--- config.mk ---
export PLATFORM = sky130hd
export DESIGN_NAME = cfs_apb_arb
export DESIGN_NICKNAME = d
export VERILOG_FILES = /design/src/rtl/cfs_apb_arb.sv
export SDC_FILE = /design/constraint.sdc
export NUM_CORES = 1
export LEC_CHECK = 0
export ABC_AREA = 1
export BUFFER_PORTS_ARGS = -buffer_cell sky130_fd_sc_hd__buf_2
export CAP_MARGIN = 20
export CORE_UTILIZATION = 47
export DETAILED_ROUTE_END_ITERATION = 16
export PLACE_DENSITY = 0.81
export SETUP_SLACK_MARGIN = 0.4
export SYNTH_ARGS = -nofsm -noshare
export SYNTH_HDL_FRONTEND = slang
export SYNTH_SLANG_ARGS = --single-unit
--- constraint.sdc ---
create_clock -name pclk -period 1.7 [get_ports pclk]
set_input_delay 0.34 -clock pclk [delete_from_list [all_inputs] [get_ports pclk]]
set_output_delay 0.34 -clock pclk [all_outputs]
set_load 0.02 [all_outputs]
--- src/rtl/cfs_apb_arb.sv ---
// Two-requester round-robin APB arbiter in front of a single APB completer.
// Runs the downstream SETUP/ACCESS sequence and terminates stalled transfers with a watchdog.
module cfs_apb_arb #(
  parameter int unsigned APB_ADDR_WIDTH = 16,
  parameter int unsigned APB_DATA_WIDTH = 32,
  parameter int unsigned TIMEOUT_CYCLES = 16
) (
  input  logic                      pclk,
  input  logic                      presetn,
  input  logic [APB_ADDR_WIDTH-1:0] m0_paddr,
  input  logic                      m0_pwrite,
  input  logic                      m0_psel,
  input  logic                      m0_penable,
  input  logic [APB_DATA_WIDTH-1:0] m0_pwdata,
  output logic                      m0_pready,
  output logic [APB_DATA_WIDTH-1:0] m0_prdata,
  output logic                      m0_pslverr,
  input  logic [APB_ADDR_WIDTH-1:0] m1_paddr,
  input  logic                      m1_pwrite,
  input  logic                      m1_psel,
  input  logic                      m1_penable,
  input  logic [APB_DATA_WIDTH-1:0] m1_pwdata,
  output logic                      m1_pready,
  output logic [APB_DATA_WIDTH-1:0] m1_prdata,
  output logic                      m1_pslverr,
  output logic [APB_ADDR_WIDTH-1:0] s_paddr,
  output logic                      s_pwrite,
  output logic                      s_psel,
  output logic                      s_penable,
  output logic [APB_DATA_WIDTH-1:0] s_pwdata,
  input  logic                      s_pready,
  input  logic [APB_DATA_WIDTH-1:0] s_prdata,
  input  logic                      s_pslverr,
  output logic                      arb_busy,
  output logic                      arb_gnt,
  output logic                      timeout_evt
);

  localparam int unsigned CNT_W = $clog2(TIMEOUT_CYCLES + 1);

  typedef enum logic [1:0] {IDLE, SETUP, ACCESS, RESP} state_t;

  state_t                    state, state_nxt;
  logic                      last_grant;
  logic [CNT_W-1:0]          cnt;
  logic                      grant, pick, done_ok, done_tmo, rsp_err;
  logic [APB_DATA_WIDTH-1:0] rsp_rdata;

  // Requester penable carries no information for the arbiter; psel alone is a request.
  logic unused_penable;
  assign unused_penable = m0_penable ^ m1_penable;

  always_ff @(posedge pclk or negedge presetn) begin
    if (!presetn) state <= IDLE;
    else          state <= state_nxt;
  end

  always_comb begin
    state_nxt = state;
    grant     = 1'b0;
    pick      = 1'b0;
    done_ok   = 1'b0;
    done_tmo  = 1'b0;
    case (state)
      IDLE: begin
        if (m0_psel || m1_psel) begin
          grant     = 1'b1;
          pick      = (m0_psel && m1_psel) ? ~last_grant : m1_psel;
          state_nxt = SETUP;
        end
      end
      SETUP:  state_nxt = ACCESS;
      ACCESS: begin
        if (s_pready) begin
          done_ok   = 1'b1;
          state_nxt = RESP;
        end else if (cnt == CNT_W'(TIMEOUT_CYCLES - 1)) begin
          done_tmo  = 1'b1;
          state_nxt = RESP;
        end
      end
      RESP:    state_nxt = IDLE;
      default: state_nxt = IDLE;
    endcase
    rsp_rdata = (done_ok && !s_pwrite) ? s_prdata : '0;
    rsp_err   = done_ok ? s_pslverr : 1'b1;
  end

  // Every output is registered from the next-state decode so it lines up with the state it describes.
  always_ff @(posedge pclk or negedge presetn) begin
    if (!presetn) begin
      s_paddr     <= '0;
      s_pwrite    <= 1'b0;
      s_pwdata    <= '0;
      s_psel      <= 1'b0;
      s_penable   <= 1'b0;
      arb_busy    <= 1'b0;
      arb_gnt     <= 1'b0;
      last_grant  <= 1'b1;
      timeout_evt <= 1'b0;
      cnt         <= '0;
      m0_pready   <= 1'b0;
      m0_prdata   <= '0;
      m0_pslverr  <= 1'b0;
      m1_pready   <= 1'b0;
      m1_prdata   <= '0;
      m1_pslverr  <= 1'b0;
    end else begin
      s_psel      <= (state_nxt == SETUP) || (state_nxt == ACCESS);
      s_penable   <= (state_nxt == ACCESS);
      arb_busy    <= (state_nxt != IDLE);
      timeout_evt <= done_tmo;
      m0_pready   <= 1'b0;
      m0_prdata   <= '0;
      m0_pslverr  <= 1'b0;
      m1_pready   <= 1'b0;
      m1_prdata   <= '0;
      m1_pslverr  <= 1'b0;

      if (grant) begin
        s_paddr    <= pick ? m1_paddr  : m0_paddr;
        s_pwrite   <= pick ? m1_pwrite : m0_pwrite;
        s_pwdata   <= pick ? m1_pwdata : m0_pwdata;
        arb_gnt    <= pick;
        last_grant <= pick;
      end

      if (state == SETUP)       cnt <= '0;
      else if (state == ACCESS) cnt <= cnt + CNT_W'(1);

      if (done_ok || done_tmo) begin
        if (arb_gnt) begin
          m1_pready  <= 1'b1;
          m1_prdata  <= rsp_rdata;
          m1_pslverr <= rsp_err;
        end else begin
          m0_pready  <= 1'b1;
          m0_prdata  <= rsp_rdata;
          m0_pslverr <= rsp_err;
        end
      end
    end
  end

endmodule

After elaboration in Yosys (flattened, before gate mapping)
Cells that the tools add are included.
{"block": "classes", "n_addsub": 1, "eq_ne": 6, "n_mux": 33, "bitwise": 1, "reduce_logical": 9}
{"cell": "2-to-1 mux 32 bit", "n": 6}
{"cell": "2-to-1 mux 1 bit", "n": 20}
{"cell": "2-to-1 mux 16 bit", "n": 1}
{"cell": "2-to-1 mux 5 bit", "n": 2}
{"cell": "one-hot mux 2 bit (4 select lines)", "n": 1}
{"cell": "== test 2 bit, second input constant", "n": 3}
{"cell": "2-to-1 mux 2 bit", "n": 3}
{"cell": "adder 5 x 1 -> 5 bit, second input constant", "n": 1}
{"cell": "== test 5 x 4 -> 1 bit, second input constant", "n": 1}
{"cell": "== test 2 x 1 -> 1 bit, second input constant", "n": 2}
{"cell": "nonzero test 2 bit", "n": 2}
{"cell": "logical OR 1 bit", "n": 3}
{"cell": "logical AND 1 bit", "n": 2}
{"cell": "logical NOT 2 bit", "n": 1}
{"cell": "logical NOT 1 bit", "n": 1}
{"cell": "NOT 1 bit", "n": 1}
{"block": "word_totals", "regBits": 130, "in_bits": 138, "word_cells": 67}

Longest topological paths before layout
{"block": "depth", "depth_word": 6, "depth_mapped": 10, "mapped_depth_nobuf": 10}

Worst setup path before layout
OpenSTA, ideal clock, no wires.
{"block": "synth_path", "kind": "reg-to-reg", "from": "reg cnt[0]", "to": "reg s_psel", "setup_time_ns": 0.126, "arrival_ns": 1.454, "t_required_ns": 1.574, "slack_ns": 0.121, "path_stages_with_launch": 10, "n_path_buf": 0, "path_cell_list": "dfrtp_1 > ha_1 > and3_1 > ha_1 > inv_1 > nand2_1 > nand2_1 > nand2_1 > nand2_1 > ha_1"}
{"block": "synth_between", "elab_chain_cells": 6, "word_cells_on_any_way": 7, "classes_between": "3 x eq/ne; 3 x mux; 1 x reduce/logical"}
{"element": "start: declaration", "line": "45", "text": "logic [CNT_W-1:0] cnt;"}
{"element": "start signal: assignment", "line": "129", "text": "else if (state == ACCESS) cnt <= cnt + CNT_W'(1);"}
{"element": "== test 5 x 4 -> 1 bit (*)", "line": "77", "text": "end else if (cnt == CNT_W'(TIMEOUT_CYCLES - 1)) begin"}
{"element": "2-to-1 mux 2 bit (*)", "line": "77"}
{"element": "2-to-1 mux 2 bit (*)", "line": "74", "text": "if (s_pready) begin"}
{"element": "one-hot mux 2 bit (4 select lines) (*)", "line": "64", "text": "case (state)"}
{"element": "== test 2 x 1 -> 1 bit / == test 2 bit (equally long branches)", "line": "109", "text": "s_psel <= (state_nxt == SETUP) || (state_nxt == ACCESS);"}
{"element": "logical OR 1 bit (*)", "line": "109"}
{"element": "end signal: assignment", "line": "109"}
{"element": "end: declaration", "line": "28", "text": "output logic s_psel,"}
Every way passes the cells marked *; elsewhere a longest branch is shown, timed or not.
A chain may end at the register's enable or synchronous reset.

Worst setup path after layout
{"block": "layout_path", "from": "reg state[1]", "to": "reg s_pwdata[31]"}
{"block": "layout_between", "elab_chain_cells": 3, "word_cells_on_any_way": 4, "classes_between": "3 x mux; 1 x reduce/logical"}
{"element": "start: declaration", "line": "43", "text": "state_t state, state_nxt;"}
{"element": "start signal: assignment", "line": "55", "text": "else state <= state_nxt;"}
{"element": "logical NOT 2 bit (*)", "line": "64"}
{"element": "2-to-1 mux 1 bit", "line": "64"}
{"element": "2-to-1 mux 32 bit", "line": "123", "text": "s_pwdata <= pick ? m1_pwdata : m0_pwdata;"}
{"element": "end signal: assignment", "line": "123"}
{"element": "end: declaration", "line": "30", "text": "output logic [APB_DATA_WIDTH-1:0] s_pwdata,"}
Marked as above.

==> flow_metrics.env <==
export IMPL_postSynthNetCount=812
export IMPL_io_buffer_count=257
export IMPL_holdPathStages=2
export IMPL_wirelength_mm=26.60
export IMPL_slew_limit_headroom_pct=71.42
export IMPL_yosysSeqAreaShare_pct=58.82
export IMPL_tightestPinTransition_ns=0.4287
export IMPL_synthAdderAreaFrac_pct=1.809
export IMPL_antenna_found_initial=0
export IMPL_synthMuxAreaShare_pct=0.1809
export IMPL_clkLatencyLatePin_ns=0.41
export IMPL_worst_setup_path_end_kind="flop"
export IMPL_syn_inst=666
export IMPL_dp_hpwl_mm=9.988
export IMPL_fp_dieH_um=110.5
export IMPL_syn_to_final_growth_pct=89.37
export IMPL_die_w_um=110.5
export IMPL_finalCriticalPeriod_ns=1.631
export IMPL_vias=6665
export IMPL_htreeDepth=4
export IMPL_synth_compound_area_share_pct=0.6332
export IMPL_synthSimpleGateAreaFrac_pct=28.00
export IMPL_clockRootBuffer="clkbuf_16"
export IMPL_grt_pass1_wl_mm=32.16
export IMPL_outcome="complete, no violations"
export IMPL_ys_seq_elements=130
export IMPL_cp_max_fo=6
export IMPL_placed_cell_area_um2=7099
export IMPL_reg2reg_to="s_pwdata[31]$_DFFE_PN0P_"
export IMPL_rr_worst_depth=10
export IMPL_finalSetupViolations=0
export IMPL_pwr_density_cell_nw_per_um2=1875
export IMPL_cts_tree="done"
export IMPL_cts_buffer_depth=2
export IMPL_grt_pass1_vias=6210
export IMPL_clkSinkCount=130
export IMPL_drt_iter0_drc=731
export IMPL_drive_above_1_share_pct=59.00
export IMPL_overflow=0
export IMPL_hold_viol=0
export IMPL_slew_violations=0
export IMPL_syn_area_per_cell_um2=8.308
export IMPL_maxCapViolations=0
export IMPL_drc=0
export IMPL_crit_family="buffers and inverters"
export IMPL_hold_end="timeout_evt$_DFF_PN0_"
export IMPL_dieArea_um2=12210
export IMPL_synth_top_family_by_area="simple AND/OR/NAND/NOR gates"
export IMPL_diodes=0
export IMPL_synth_xor_xnor_area_share_pct=0
export IMPL_design_core_area_um2=11470
export IMPL_fmax_ghz=0.6133
export IMPL_hold_path_class="in -> reg"
export IMPL_reg2reg_from="state[1]$_DFF_PN0_"
export IMPL_grt_max_degree=53
export IMPL_via_per_inst=5.639
export IMPL_cp_data_arrival_time_ns=1.92
export IMPL_path_cells="inv_2 -> ha_4 -> nand2_4 -> inv_8 -> buf_12 -> buf_12 -> buf_16 -> nand3_1 -> nand3_1 -> nand2_1"
export IMPL_finalCritPeriodShare_pct=95.92
export IMPL_p_leak_nw=5.793
export IMPL_io_pins=260
export IMPL_worstSetupPathType="reg -> reg"
export IMPL_wl_per_cell_um=22.50
export IMPL_std_cell_rows=39
export IMPL_ant_nets=0
export IMPL_final_area_um2=10480
export IMPL_netlist_area_um2=5533
export IMPL_initial_core_util_pct=48.25
export IMPL_rrSetupSlack_ns=0.07
export IMPL_critPathRequiredTime_ns=1.99
export IMPL_place_congestion=0.8059
export IMPL_numCtsBuffers=17
export IMPL_synth_cell_types=23
export IMPL_clock_skew_ns=0.009536
export IMPL_rsz0062_at_grt="true"
export IMPL_cp_slowest_cell="dfrtp_1"
export IMPL_firstDrtPassIters=8
export IMPL_yosysWarnings=0
export IMPL_finalSetupTns_ns=0
export IMPL_clk_pin_slew_worst_paths_ns=0.06
export IMPL_hp_start="s_pready"
export IMPL_cp_start_kind="flop"
export IMPL_gr_usage_all_layers_pct=34.74
export IMPL_layout_nets=1172
export IMPL_max_stage_delay_ns=0.40
export IMPL_peakVddDrop_mv=1.330
export IMPL_critPathBufInv=5
[routing by layer]
metal,vias up,global-route usage (%),routed length [µm]
met5,-,0,0
met1,3120,39.22,8793
met4,0,19.64,2186
met2,589,60.17,12970
met3,211,8.233,2648
li1,2745,-,-
[worst reg2reg max path: stages (launching register included)]
cell     delay (ns)
dfrtp_1        0.40
inv_2          0.11
ha_4           0.18
nand2_4        0.07
inv_8          0.08
buf_12         0.10
buf_12         0.13
buf_16         0.15
nand3_1        0.10
nand3_1        0.11
nand2_1        0.08
[registers in the layout (all words and copies together) (netlist names)]
signal,cells
arb_busy,1
arb_gnt,1
cnt,5
last_grant,1
m0_prdata,32
m0_pready,1
m0_pslverr,1
m1_prdata,32
m1_pready,1
m1_pslverr,1
s_paddr,16
s_penable,1
s_psel,1
s_pwdata,32
s_pwrite,1
state,2
timeout_evt,1
[logic make-up after synthesis]
family / after synthesis
AOI/OAI and AO/OA: 6
adders and majority gates: 8
buffers and inverters: 145
DFF: 130
muxes: 1
and+or+nand+nor: 376
[final cells by class]
class	instances	area [µm²]
inverter	110	427.9
fill	420	989.7
clock buffer	18	439.2
tap	143	178.9
clock inverter	14	203.9
multi-input combinational	392	2670
sequential	130	3254
timing repair buffer	375	3303
[cell usage in the layout (no fill, tap or decap), types with 27 or more instances in the layout]
| cell | Yosys | final |
|---|---|---|
| dfrtp_1 | 129 | 129 |
| buf_6 | 1 | 70 |
| nor2_1 | 74 | 43 |
| nand2_2 | 1 | 55 |
| buf_2 | 20 | 200 |
| inv_1 | 106 | 102 |
| nand3_2 | 0 | 67 |
| nand2_1 | 196 | 116 |
| buf_4 | 2 | 61 |
| nand3_1 | 100 | 27 |
| nor2_2 | 1 | 29 |
[cells in the mapped netlist, drive strengths merged]
library cell / instances / area share, %
a21oi: 1 / 0.090
and3: 1 / 0.11
buf: 23 / 2.3
clkbuf: 12 / 0.81
dfrtp: 129 / 58
dfstp: 1 / 0.47
ha: 8 / 1.8
inv: 110 / 7.5
mux2i: 1 / 0.18
nand2: 197 / 13
nand3: 100 / 9.0
nor2: 75 / 5.1
nor3: 2 / 0.18
o21ai: 4 / 0.43
o22ai: 1 / 0.11
or2: 1 / 0.11
[worst max-delay path by stage]
stage,from,end,slack [ns],cells after the start
global route,state[1]$_DFF_PN0_,s_pwdata[21]$_DFFE_PN0P_,0.03,10
finish,state[1]$_DFF_PN0_,s_pwdata[31]$_DFFE_PN0P_,0.07,10
global placement,cnt[1]$_DFFE_PN0P_,m1_pslverr$_DFF_PN0_,0.15,5
CTS,cnt[0]$_DFFE_PN0P_,s_psel$_DFF_PN0_,0.18,9
detailed placement,cnt[0]$_DFFE_PN0P_,m1_pslverr$_DFF_PN0_,0.11,5
floorplan,cnt[0]$_DFFE_PN0P_,s_psel$_DFF_PN0_,0.23,9
[where the power goes]
group          internal (mW)  switching [mW]
logic                   5.15            5.80
registers               3.99           0.678
clock network           2.53            1.51
[metrics by stage]
step | std cells | hold slack, ns | util [%] | power (mW) | setup WS (ns)
final | 1182 | 0.1536 | 91.37 | 19.65 | 0.06943
after global placement | 1049 | 0.2572 | 61.91 | 9.397 | 0.1452
after detailed placement | 1049 | 0.2508 | 61.91 | 9.538 | 0.1140
after floorplan | 666 | 0.04441 | - | 7.696 | 0.2301
after CTS | 1148 | 0.1287 | 83.01 | 16.91 | 0.1831
after global routing | 1182 | 0.1479 | 91.37 | 20.28 | 0.02751
[what timing repair did]
item / in CTS / in global routing
gates resized for setup: 216 / 184
cloned: 26 / 2
hold endpoints to repair: 18 / 0
setup buffers: 40 / 32
pin swaps: 49 / 47
endpoints found under the setup margin: 161 / 178
hold buffers: 1 / 0
(Power assumes the default switching activity.)
